File: src/rtl/alu_req_arbiter.sv
// Two-requester round-robin front end for a shared combinational ALU.
// Each op is latched into registered ALU operands, executed for one cycle, then returned on a valid/ready port.
module alu_req_arbiter #(
  parameter int unsigned WIDTH = 8,
  parameter int unsigned OPW   = 3
) (
  input  logic             clk,
  input  logic             rst_n,
  input  logic             req0_valid,
  output logic             req0_ready,
  input  logic [WIDTH-1:0] req0_a,
  input  logic [WIDTH-1:0] req0_b,
  input  logic [OPW-1:0]   req0_op,
  input  logic             req1_valid,
  output logic             req1_ready,
  input  logic [WIDTH-1:0] req1_a,
  input  logic [WIDTH-1:0] req1_b,
  input  logic [OPW-1:0]   req1_op,
  output logic [WIDTH-1:0] alu_a,
  output logic [WIDTH-1:0] alu_b,
  output logic [OPW-1:0]   alu_op,
  input  logic [WIDTH-1:0] alu_result,
  output logic             rsp_valid,
  input  logic             rsp_ready,
  output logic             rsp_id,
  output logic [WIDTH-1:0] rsp_result,
  output logic             rsp_zero,
  output logic             busy
);

  typedef enum logic [1:0] {
    ST_IDLE = 2'd0,
    ST_EXEC = 2'd1,
    ST_RESP = 2'd2
  } state_t;

  state_t           r_state;
  logic             r_last_grant;
  logic             r_id;
  logic [WIDTH-1:0] r_alu_a;
  logic [WIDTH-1:0] r_alu_b;
  logic [OPW-1:0]   r_alu_op;
  logic             r_rsp_valid;
  logic             r_rsp_id;
  logic [WIDTH-1:0] r_rsp_result;
  logic             r_rsp_zero;

  logic w_idle;
  logic w_grant0;
  logic w_grant1;
  logic w_hs0;
  logic w_hs1;

  // On a tie the requester that did not win last time is granted.
  assign w_idle   = (r_state == ST_IDLE);
  assign w_grant0 = req0_valid & (~req1_valid | r_last_grant);
  assign w_grant1 = req1_valid & (~req0_valid | ~r_last_grant);
  assign w_hs0    = w_idle & w_grant0;
  assign w_hs1    = w_idle & w_grant1;

  assign req0_ready = w_hs0;
  assign req1_ready = w_hs1;

  // Arbitration, operand capture, result capture and response handshake.
  always_ff @(posedge clk or negedge rst_n) begin
    if (!rst_n) begin
      r_state      <= ST_IDLE;
      r_last_grant <= 1'b1;
      r_id         <= 1'b0;
      r_alu_a      <= '0;
      r_alu_b      <= '0;
      r_alu_op     <= '0;
      r_rsp_valid  <= 1'b0;
      r_rsp_id     <= 1'b0;
      r_rsp_result <= '0;
      r_rsp_zero   <= 1'b0;
    end else begin
      case (r_state)
        ST_IDLE: begin
          if (w_hs0) begin
            r_alu_a      <= req0_a;
            r_alu_b      <= req0_b;
            r_alu_op     <= req0_op;
            r_id         <= 1'b0;
            r_last_grant <= 1'b0;
            r_state      <= ST_EXEC;
          end else if (w_hs1) begin
            r_alu_a      <= req1_a;
            r_alu_b      <= req1_b;
            r_alu_op     <= req1_op;
            r_id         <= 1'b1;
            r_last_grant <= 1'b1;
            r_state      <= ST_EXEC;
          end
        end
        ST_EXEC: begin
          r_rsp_result <= alu_result;
          r_rsp_zero   <= (alu_result == '0);
          r_rsp_id     <= r_id;
          r_rsp_valid  <= 1'b1;
          r_state      <= ST_RESP;
        end
        ST_RESP: begin
          if (rsp_ready) begin
            r_rsp_valid <= 1'b0;
            r_state     <= ST_IDLE;
          end
        end
        default: r_state <= ST_IDLE;
      endcase
    end
  end

  assign alu_a      = r_alu_a;
  assign alu_b      = r_alu_b;
  assign alu_op     = r_alu_op;
  assign rsp_valid  = r_rsp_valid;
  assign rsp_id     = r_rsp_id;
  assign rsp_result = r_rsp_result;
  assign rsp_zero   = r_rsp_zero;
  assign busy       = ~w_idle;

endmodule

File: config.mk
export PLATFORM = sky130hd
export DESIGN_NAME = alu_req_arbiter
export DESIGN_NICKNAME = d
export VERILOG_FILES = /design/src/rtl/alu_req_arbiter.sv
export SDC_FILE = /design/constraint.sdc
export NUM_CORES = 1
export LEC_CHECK = 0
export BUFFER_PORTS_ARGS = -buffer_cell sky130_fd_sc_hd__buf_2
export CORE_ASPECT_RATIO = 1.5
export CORE_UTILIZATION = 46
export DETAILED_ROUTE_END_ITERATION = 10
export GPL_TIMING_DRIVEN = 0
export PLACE_DENSITY_LB_ADDON = 0.15
export SETUP_SLACK_MARGIN = 0.4
export SYNTH_ARGS = -nofsm -noshare
export SYNTH_HDL_FRONTEND = slang
export SYNTH_SLANG_ARGS = --single-unit
File: constraint.sdc
create_clock -name clk -period 1.75 [get_ports clk]
set_input_delay 0.35 -clock clk [delete_from_list [all_inputs] [get_ports clk]]
set_output_delay 0.35 -clock clk [all_outputs]
set_load 0.02 [all_outputs]
Word-level counts from Yosys, hierarchy flattened
Index checks and enable logic that the tools add are counted.
- equal/unequal tests: 4
- multiplexer cells: 14
- bitwise operators: 10
- reductions and logical operators: 7
- operators with widths (operator ; number):
    $mux W8 ; 4
    $logic_not A8 Y1 ; 1
    $mux W2 ; 3
    $mux W3 ; 2
    $pmux W2 S3 ; 1
    $reduce_and A2 Y1 ; 3
    $and A1 B1 Y1 ; 4
    $not A1 Y1 ; 4
    $reduce_bool A2 Y1 ; 2
    $mux W1 ; 3
    $ne A3 B3 Y1 const B ; 1
    $eq A2 B1 Y1 const B ; 1
    $eq A2 B2 Y1 const B ; 1
    $logic_not A2 Y1 ; 1
    $ne A2 B2 Y1 const B ; 1
    $or A1 B1 Y1 ; 2
    $pmux W1 S2 ; 1
- bits in registers: 34
- output and inout bits: 33

Depth between registers and ports, before layout
Gate-level depths: netlist of the first run.
- depth in word-level cells: 7
- gate-level depth with buffers: 5

Least setup slack after synthesis of the first run
No wires, ideal clock.
- kind: flip-flop to output port
- from: reg r_state[0]
- to: out req1_ready
- arrival: 1.003 ns
- data required time: 1.400 ns
- path slack: 0.397 ns
- stages on the path, launching flop included: 4
- buffers on the path: 0
- cells stage by stage: dfrtp_1 > nor2_2 > nand2_1 > a21oi_1
- cells in the longest elaborated chain, start to end: 2
- ends and longest elaborated chain (element ; line ; source):
    start, declared ; 37 ; state_t r_state;
    start signal, assigned ; 67 ; r_state <= ST_IDLE;
    start signal, assigned ; 86 ; r_state <= ST_EXEC;
    start signal, assigned ; 93 ; r_state <= ST_EXEC;
    $logic_not A2 Y1 ; 55 ; assign w_idle = (r_state == ST_IDLE);
    $and A1 B1 Y1 ; 59 ; assign w_hs1 = w_idle & w_grant1;
    end, declared ; 15 ; output logic req1_ready,
No other way between the ends.

Worst setup path in the final report of the first run
- from: reg r_state[0]
- to: out req0_ready
- cells in the longest elaborated chain, start to end: 2
- ends and longest elaborated chain (element ; line ; source):
    $logic_not A2 Y1 ; 55 ;
    $and A1 B1 Y1 ; 58 ; assign w_hs0 = w_idle & w_grant0;
    end, declared ; 10 ; output logic req0_ready,
No other way between the ends.

==> qor.txt, run 1 <==
Clk buf depth: 2
Cell Rows: 26
Via Count: 1,653
Total of max-cap violations: 0
Clock Root Buffer: clkbuf_8
Chip width: 52.0 µm
# DRC: 0
Yosys reg bits: 34
Path category of the worst min-delay check: in -> async
PwrDens: 1920 nW/µm²
DIE AREA: 4000 µm²
Post-Syn Area: 1720 µm²
Most used DFF post-synth: dfrtp_1
Largest net degree at the start of global routing: 35
Skew final: 0.00524 ns
Clock power frac: 10.8%
Net Sw Frac: 42.2%
Die height: 77.0 µm
Initial Util: 49.5%
Worst Path Arrival: 1.40 ns
Pint: 3030 µW
Worst EP required: 1.40 ns
Post-route ant nets: 0
Worst setup path category: reg -> out
Top post-synthesis cells by area: dfrtp_1 (48%), o311ai_2 (18%), o21ai_0 (6.1%)
Post-route minimum period: 1.75 ns
Routability cong.: 0.783
Number of buffers created by CTS: 5
Commonest cells post-synth: dfrtp_1 (33), o21ai_0 (21), inv_1 (20), nand3_1 (19), o311ai_2 (19)
M3 GR Usage: 8.33%
Run status: complete, but fails checks
Dpl ws: 0.0887 ns
Drt pass-1 iters: 4
Worst VDD drop: 1.35 mV
Worst setup margin: -0.00117 ns
Max Slew Vio Count: 0
Most numerous cell in the Yosys netlist: dfrtp_1
CTS Hold Bufs: 0
Met1 global-route usage: 27.3%
Worst skew pair latency: 0.28 ns
Via density: 5.37
TNS Setup: -0.00117 ns
Fin area: 2730 µm²
Iter 0 DRT Violations: 27
Number of global-route vias before repair: 1,657
Initial antenna violation count: 0
Synth Net Count: 207
Clock Pin Slew Worst Setup and Hold Paths: 0.07 ns
Total GRT Usage: 26.0%
Mean Syn Cell Area: 11.1 µm²
Post-DP HPWL: 3040 µm
Global-route wire length before repair: 7610 µm
Area Overhead vs Synth: 58.3%
Diodes inserted: 0
Period utilisation layout: 100%
Fmax: 571 MHz
Unrepaired setup endpoints after global routing: yes
Met2 usage: 46.8%
Post-DR wirelength/cell: 16.2 µm
Placed Area: 2200 µm²
Start of the worst register-to-register path: r_state[0]
Global route hottest layer: met2
Layout cells sized above 1: 59.4%
Core ar.: 3480 µm²
Drt total wl: 4990 µm
IO Port Bufs: 83
EDFF count, synth: 0
Leakage power: 0.00133 µW
Clock sinks: 34
Cell taking the most area after synthesis: dfrtp_1
Final setup vio count: 1
Combinational share of power: 62.2%
Least-Margin Pin Slew: 0.740 ns
Nets: 318
Final hold violation count: 0
Sequential-to-total area share from yosys stat: 49.4%
Fill cells: 228
Seq pwr share: 26.9%
FF+latch area: 855 µm²
Top-area cell type share of the netlist area: 47.9%
H-tree levels: 2
Worst setup EP type: output pin
TritonCTS clock tree: built
Multi-input logic area: 887 µm²
I/O pin total: 84
Switching pwr: 2210 µW
CP startpoint: r_state[0]
Failing checks: negative setup slack
Synth warn: 0
Worst Path Max Fanout: 4
Startpoint types: flip-flop
Ys async rst share: 100%
Grt ovf: 0
Synth unique cells: 22
Mapped Cells: 156
Slew HR: 50.7%
==> cell type report <==
class | count | share of cell area, %
inverters | 22 | 3.02
plain buffers | 12 | 3.94
well taps | 42 | 1.92
repair buffers | 104 | 24.3
clock buffers | 6 | 3.02
multi-input cells | 88 | 32.5
flip-flops and latches | 34 | 31.3
==> routing by layer <==
layer,share of wire (%),vias to the layer above,wire length [µm]
li1,-,778,-
met1,35,801,1770
met3,6.4,6,319
met5,0,-,0
met2,57,68,2860
met4,0.74,0,37
==> registers in the layout, indices dropped and copies added, names as in the netlist <==
register      count
rsp_valid         1
alu_a             8
r_id              1
rsp_id            1
alu_b             8
r_last_grant      1
r_state           2
alu_op            3
rsp_zero          1
rsp_result        8
==> kinds of logic after synthesis <==
logic type             Yosys count  share of synthesized area, %
muxes                           10                          6.46
and+or+nand+nor                 33                          10.4
DFF                             34                          49.4
AOI/OAI and AO/OA               45                          25.5
buffers and inverters           34                          8.27
==> repair_timing <==
item,4_1_cts,5_1_grt
buffers inserted,11,8
gates cloned,2,0
pin swaps,6,5
setup endpoints to repair,29,25
resized for setup,32,28
==> power groups by stage <==
| stage | sequential (µW) | combinational [µW] | clock (µW) |
|---|---|---|---|
| 6_report | 1410 | 3260 | 568 |
| 5_1_grt | 1450 | 3480 | 617 |
| 4_1_cts | 1390 | 2760 | 578 |
| 3_5_place_dp | 1420 | 2280 | 0 |
| 3_3_place_gp | 1400 | 2240 | 0 |
| 2_1_floorplan | 1840 | 1150 | 0 |
==> metrics by stage <==
| stage | instances | hold WS, ns | power (µW) | util [%] |
|---|---|---|---|---|
| 2_1_floorplan | 156 | 0.0544 | 2990 | - |
| 3_3_place_gp | 281 | 0.459 | 3630 | 63.1 |
| 3_5_place_dp | 281 | 0.465 | 3700 | 63.1 |
| 4_1_cts | 300 | 0.155 | 4730 | 72.5 |
| 5_1_grt | 308 | 0.174 | 5550 | 78.4 |
| 6_report | 308 | 0.127 | 5250 | 78.4 |
==> placed cells by master (no fill, tap or decap), types with 3 or more instances in the layout <==
cell type,n
o21ai_1,5
dfrtp_1,31
nand3_1,19
o311ai_2,8
nand2_1,3
buf_4,16
buf_6,9
inv_1,20
a21oi_1,3
clkbuf_8,6
o21ai_0,17
mux2_1,5
o311ai_4,11
buf_2,82
==> final timing paths <==
kind,slack (ns),cells after the start,to
worst max-delay path,-0.001,4,req0_ready
worst min-delay path,0.13,1,alu_a[5]
worst max register to register,-0.001,9,alu_a[6]
worst min register to register,0.49,1,rsp_result[7]
max in group asynchronous,1.11,1,r_state[1]
min in group clk,0.29,2,r_state[1]
==> critical path, cell delays in order (launching register included) <==
cell and delay (ns):
dfrtp_2 0.45, nor3b_4 0.25, and2_4 0.20, buf_8 0.10, buf_6 0.10
Power figures use the tool's default switching activity.
==> run 2, diff against run 1 <==
CORE_UTILIZATION = 49   (was 46)
PLACE_DENSITY = 0.85   (was not set)
PLACE_DENSITY_LB_ADDON = not set   (was 0.15)
clock period = 2.1 ns   (was 1.75 ns; I/O delays follow)
==> run 2 against run 1 <==
- the flow now finishes without violations
- sequential power shrank 16%
- final area is 11% lower
- sequential cell count stayed put
- critical path type unchanged
- largest cell class is now registers
==> qor.txt, run 2 (synthesized netlist as in run 1, its figures left out) <==
CTS Hold Bufs: 0 (unchanged)
Worst setup EP type: output pin (unchanged)
Global-route wire length before repair: 6840 µm (was 7610 µm)
Diodes inserted: 0 (unchanged)
Post-DP HPWL: 3090 µm (was 3040 µm)
Routability cong.: 0.778 (was 0.783)
Chip width: 50.4 µm (was 52.0 µm)
Final hold violation count: 0 (unchanged)
H-tree levels: 2 (unchanged)
Area Overhead vs Synth: 40.4% (was 58.3%)
Largest net degree at the start of global routing: 35 (unchanged)
Worst EP required: 1.68 ns (was 1.40 ns)
# DRC: 0 (unchanged)
Initial antenna violation count: 0 (unchanged)
Initial Util: 51.0% (was 49.5%)
Number of global-route vias before repair: 1,497 (was 1,657)
Core ar.: 3380 µm² (was 3480 µm²)
Slew HR: 50.2% (was 50.7%)
Commonest non-fill, non-tap cell in the layout: buf_2 (unchanged)
Iter 0 DRT Violations: 32 (was 27)
Grt ovf: 0 (unchanged)
Post-route minimum period: 1.80 ns
I/O pin total: 84 (unchanged)
Number of buffers created by CTS: 5 (unchanged)
Cell Rows: 26 (unchanged)
IO Port Bufs: 83 (unchanged)
Post-route ant nets: 0 (unchanged)
Nets: 307 (was 318)
TNS Setup: 0 ns (was -0.00117 ns)
Met3 wire length: 297 µm (was 319 µm)
Final setup vio count: 0 (was 1)
Worst R2R End: alu_b[3] (was alu_a[6])
Clock sinks: 34 (unchanged)
DIE AREA: 3760 µm² (was 4000 µm²)
Startpoint types: flip-flop (unchanged)
PwrDens: 1570 nW/µm² (was 1920 nW/µm²)
Met2 WL post-DR: 2500 µm (was 2860 µm)
Least-Margin Pin Slew: 0.746 ns (was 0.740 ns)
Skew final: 0.00748 ns (was 0.00524 ns)
Leakage power: 0.00118 µW (was 0.00133 µW)
Worst Path Max Fanout: 4 (unchanged)
Max Slew Vio Count: 0 (unchanged)
M1 wire length: 1640 µm (was 1770 µm)
Total GRT Usage: 24.5% (was 26.0%)
Period utilisation layout: 85.5%
Post-DR wirelength/cell: 15.2 µm (was 16.2 µm)
Drt pass-1 iters: 4 (unchanged)
Worst setup path category: reg -> out (unchanged)
Final Power: 3790 µW (was 5250 µW)
TritonCTS clock tree: built (unchanged)
Run status: complete, no violations (was complete, but fails checks)
Clock Root Buffer: clkbuf_8 (unchanged)
Drt total wl: 4540 µm (was 4990 µm)
Worst VDD drop: 1.27 mV (was 1.35 mV)
Start of the worst register-to-register path: r_state[0] (unchanged)
Worst Path Arrival: 1.38 ns (was 1.40 ns)
Max layer used: met4 (unchanged)
Die height: 74.7 µm (was 77.0 µm)
Clock Pin Slew Worst Setup and Hold Paths: 0.07 ns (about the same)
R2r worst-path depth: 6 (was 9)
CP Capture Point: req0_ready (unchanged)
Via density: 5.54 (was 5.37)
FF-to-FF setup slack: 0.40 ns (was -0.001 ns)
Fmax: 557 MHz
Total of max-cap violations: 0 (unchanged)
Path category of the worst min-delay check: in -> async (unchanged)
CP startpoint: r_state[0] (unchanged)
Most frequent cells in the layout: buf_2 (86), dfrtp_1 (31), o21ai_0 (21), inv_1 (20) (was buf_2 (82), dfrtp_1 (31), inv_1 (20), nand3_1 (19), o21ai_0 (17))
Via Count: 1,655 (was 1,653)
Layout cells sized above 1: 54.9% (was 59.4%)
Clk buf depth: 2 (unchanged)
Worst skew pair latency: 0.29 ns (was 0.28 ns)
Unrepaired setup endpoints after global routing: yes (unchanged)
==> run 2: what timing repair did <==
action | 4_1_cts | 5_1_grt
cloned | 0 | 0
endpoints found under the setup margin | 3 | 3
resized for setup | 11 | 9
pin swaps | 2 | 4
setup buffers | 5 | 5
==> run 2: worst max-delay path, cell delays in order, from the launching register on <==
cell     delay (ns)
dfrtp_2        0.46
nor3b_4        0.24
and2_4         0.19
buf_12         0.10
buf_8          0.10
==> run 2: where the power goes <==
part	internal [µW]	leakage (µW)	switching [µW]
Sequential	1000	0.000402	192
Clock	264	0.0000482	232
Combinational	898	0.000733	1210
Total	2160	0.00118	1630
==> run 2: stage by stage <==
stage          hold WS (ns)  utilization, %  cells  area, µm²  setup WS, ns
3_3_place_gp          0.461            64.8    281       2190         0.328
2_1_floorplan         0.124               -    156       1720         0.677
5_1_grt               0.247            71.6    299       2420         0.253
6_report              0.201            71.6    299       2420         0.304
3_5_place_dp          0.476            64.8    281       2190         0.299
4_1_cts               0.215            69.6    294       2350         0.329
==> run 2: cell type report <==
cell class / instances / area (µm²)
fill: 286 / 962
clock inverter: 1 / 5.00
multi-input combinational: 88 / 747
timing repair buffer: 93 / 513
clock buffer: 7 / 86.3
sequential: 34 / 855
tap: 42 / 52.6
buffer: 12 / 80.1
inverter: 22 / 82.6
==> run 2: worst min-delay path by stage <==
stage	from	end	slack, ns	cells past startpoint
5_1_grt	rst_n	rsp_zero	0.25	1
4_1_cts	rst_n	alu_op[2]	0.22	1
3_3_place_gp	rsp_zero	rsp_zero	0.46	2
3_5_place_dp	rsp_zero	rsp_zero	0.48	2
2_1_floorplan	rst_n	alu_a[0]	0.12	0
6_report	rst_n	rsp_zero	0.20	1
==> run 2: per-layer routing <==
metal	up-vias	GRT usage, %
li1	755	-
met2	82	42.1
met3	14	6.46
met5	-	0
met1	804	28.6
met4	0	11.4
==> run 3, diff against run 2 <==
--- a/config.mk
+++ b/config.mk
@@ -8,8 +8,8 @@
 export BUFFER_PORTS_ARGS = -buffer_cell sky130_fd_sc_hd__buf_2
 export CORE_ASPECT_RATIO = 1.5
-export CORE_UTILIZATION = 49
+export CORE_UTILIZATION = 41
 export DETAILED_ROUTE_END_ITERATION = 10
 export GPL_TIMING_DRIVEN = 0
-export PLACE_DENSITY = 0.85
+export PLACE_DENSITY = 0.76
 export SETUP_SLACK_MARGIN = 0.4
 export SYNTH_ARGS = -nofsm -noshare
==> constraint.sdc (replaced) <==
create_clock -name clk -period 1.6 [get_ports clk]
set_input_delay 0.32 -clock clk [delete_from_list [all_inputs] [get_ports clk]]
set_output_delay 0.32 -clock clk [all_outputs]
set_load 0.005 [all_outputs]
==> run 3 against run 2 <==
- the run now ends with negative setup slack left
- sequential share of layout area down 4.5 points
- combinational power up 41%
- core utilization down 2.3 points
- clock skew down 0.0013 ns
- sequential cell count unchanged
- die area up 19%
- critical path type unchanged
- largest cell class is now multi-input gates
- highest routed layer unchanged
==> qor.txt, run 3 (synthesized netlist as in run 1, its figures left out) <==
Diodes inserted: 0 (unchanged)
Startpoint types: flip-flop (unchanged)
Failing checks: negative setup slack
Worst Path Max Fanout: 3 (was 4)
Commonest non-fill, non-tap cell in the layout: buf_2 (unchanged)
Clk buf depth: 2 (unchanged)
Worst setup margin: -0.110 ns (was 0.304 ns)
# DRC: 0 (unchanged)
Worst EP required: 1.28 ns (was 1.68 ns)
Nets: 311 (was 307)
Global-route wire length before repair: 7020 µm (was 6840 µm)
Max Slew Vio Count: 0 (unchanged)
Iter 0 DRT Violations: 21 (was 32)
CTS Hold Bufs: 0 (unchanged)
Core Util, Final: 69.3% (was 71.6%)
Routability cong.: 0.815 (was 0.778)
FF+latch area: 853 µm² (was 855 µm²)
Least-Margin Pin Slew: 0.750 ns (was 0.746 ns)
H-tree levels: 2 (unchanged)
Fill cells: 291 (was 286)
Slew HR: 50.0% (was 50.2%)
Leakage power: 0.00131 µW (was 0.00118 µW)
IO Port Bufs: 83 (unchanged)
Grt ovf: 0 (unchanged)
Run status: complete, but fails checks (was complete, no violations)
Clock sinks: 34 (unchanged)
Cell Rows: 28 (was 26)
FF-to-FF setup slack: 0.07 ns (was 0.40 ns)
Fmax: 585 MHz
Worst setup EP type: output pin (unchanged)
Start of the worst register-to-register path: r_state[1] (was r_state[0])
Worst R2R End: alu_a[6] (was alu_b[3])
Worst setup path category: reg -> out (unchanged)
I/O pin total: 84 (unchanged)
Most frequent cells in the layout: buf_2 (82), dfrtp_1 (32), inv_1 (20), o21ai_1 (18), nand3_2 (15) (was buf_2 (86), dfrtp_1 (31), o21ai_0 (21), inv_1 (20))
Initial Util: 43.2% (was 51.0%)
Area Overhead vs Synth: 60.4% (was 40.4%)
Total GRT Usage: 22.3% (was 24.5%)
Worst skew pair latency: 0.28 ns (was 0.29 ns)
Clock Pin Slew Worst Setup and Hold Paths: 0.07 ns (about the same)
Multi-input logic area: 930 µm² (was 747 µm²)
Largest net degree at the start of global routing: 35 (unchanged)
Initial antenna violation count: 0 (unchanged)
Die height: 81.4 µm (was 74.7 µm)
Path category of the worst min-delay check: in -> async (unchanged)
Fin area: 2770 µm² (was 2420 µm²)
Number of buffers created by CTS: 5 (unchanged)
Final setup vio count: 2 (was 0)
TritonCTS clock tree: built (unchanged)
Post-route minimum period: 1.71 ns
Period utilisation layout: 107%
Layout cells sized above 1: 63.6% (was 54.9%)
Hold slack: 0.0997 ns (was 0.201 ns)
Unrepaired setup endpoints after global routing: yes (unchanged)
Final hold violation count: 0 (unchanged)
Via Count: 1,646 (was 1,655)
DIE AREA: 4470 µm² (was 3760 µm²)
PwrDens: 1870 nW/µm² (was 1570 nW/µm²)
R2r worst-path depth: 6 (unchanged)
Total of max-cap violations: 0 (unchanged)
CP Capture Point: req0_ready (unchanged)
Drt pass-1 iters: 4 (unchanged)
Post-DP HPWL: 3140 µm (was 3090 µm)
Number of global-route vias before repair: 1,485 (was 1,497)
Core ar.: 3990 µm² (was 3380 µm²)
Worst Path Arrival: 1.39 ns (was 1.38 ns)
Worst VDD drop: 1.09 mV (was 1.27 mV)
Post-DR wirelength/cell: 17.1 µm (was 15.2 µm)
Via density: 5.38 (was 5.54)
Chip width: 55.0 µm (was 50.4 µm)
Post-route ant nets: 0 (unchanged)
CP startpoint: r_state[1] (was r_state[0])
Placed Area: 2210 µm² (was 2190 µm²)
Clock Root Buffer: clkbuf_8 (unchanged)
Drt total wl: 5240 µm (was 4540 µm)
Skew final: 0.00619 ns (was 0.00748 ns)
==> run 3: cell count changes in the layout (fill, tap and decap cells not counted), moves of 3 or more <==
| cell | change |
|---|---|
| nand3_1 | -19 |
| o21ai_1 | +17 |
| clkbuf_1 | -3 |
| nand3_4 | +4 |
| buf_2 | -4 |
| o21ai_0 | -17 |
| buf_8 | +5 |
| o311ai_4 | +6 |
| o311ai_2 | -6 |
| nand3_2 | +15 |
==> run 3: metrics by stage <==
stage | worst slack, ns | std cells | TNS (ns) | power, µW
5_1_grt | -0.135 | 306 | -0.318 | 5510
2_1_floorplan | 0.339 | 156 | 0 | 2860
4_1_cts | -0.0197 | 302 | -0.0197 | 4760
3_5_place_dp | -0.00663 | 284 | -0.00663 | 3630
6_report | -0.110 | 306 | -0.137 | 5180
3_3_place_gp | 0.0147 | 284 | 0 | 3550
==> run 3: area by class of cell <==
class / instances / share of cell area (%)
plain buffers: 12 / 5.07
clock buffers: 7 / 3.12
inverters: 22 / 2.99
well taps: 45 / 2.04
multi-input cells: 88 / 33.6
repair buffers: 97 / 22.2
clock inverters: 1 / 0.181
flip-flops and latches: 34 / 30.8
==> run 3: worst min path at each step <==
stage | from | end | slack [ns] | depth (start not counted)
2_1_floorplan | rst_n | alu_a[0] | 0.02 | 0
4_1_cts | rst_n | alu_a[5] | 0.13 | 1
3_5_place_dp | rst_n | rsp_result[2] | 0.44 | 1
5_1_grt | rst_n | rsp_result[1] | 0.17 | 1
6_report | rst_n | rsp_result[2] | 0.1 | 1
3_3_place_gp | rst_n | rsp_result[2] | 0.44 | 1
==> run 3: where the power goes <==
group / switching [µW] / internal, µW
logic: 1400 / 1570
registers: 240 / 1310
clock network: 309 / 347
total: 1950 / 3230
==> run 3: critical path: stages, from the launching register on <==
cell and delay, ns:
dfrtp_2 0.44, nor3b_2 0.28, and2_4 0.21, buf_8 0.10
buf_6 0.08
==> run 3: layer usage <==
metal	wire (µm)	vias to the layer above	global-route usage (%)
li1	-	767	-
met1	1950	814	25.7
met2	2960	57	38.7
met3	243	8	5.19
met4	89	0	8.25
met5	0	-	0
==> run 3: what timing repair did <==
action	4_1_cts	5_1_grt
resized for setup	42	22
buffers inserted	8	2
setup endpoints to repair	30	34
pin swaps	12	4
cloned	2	2
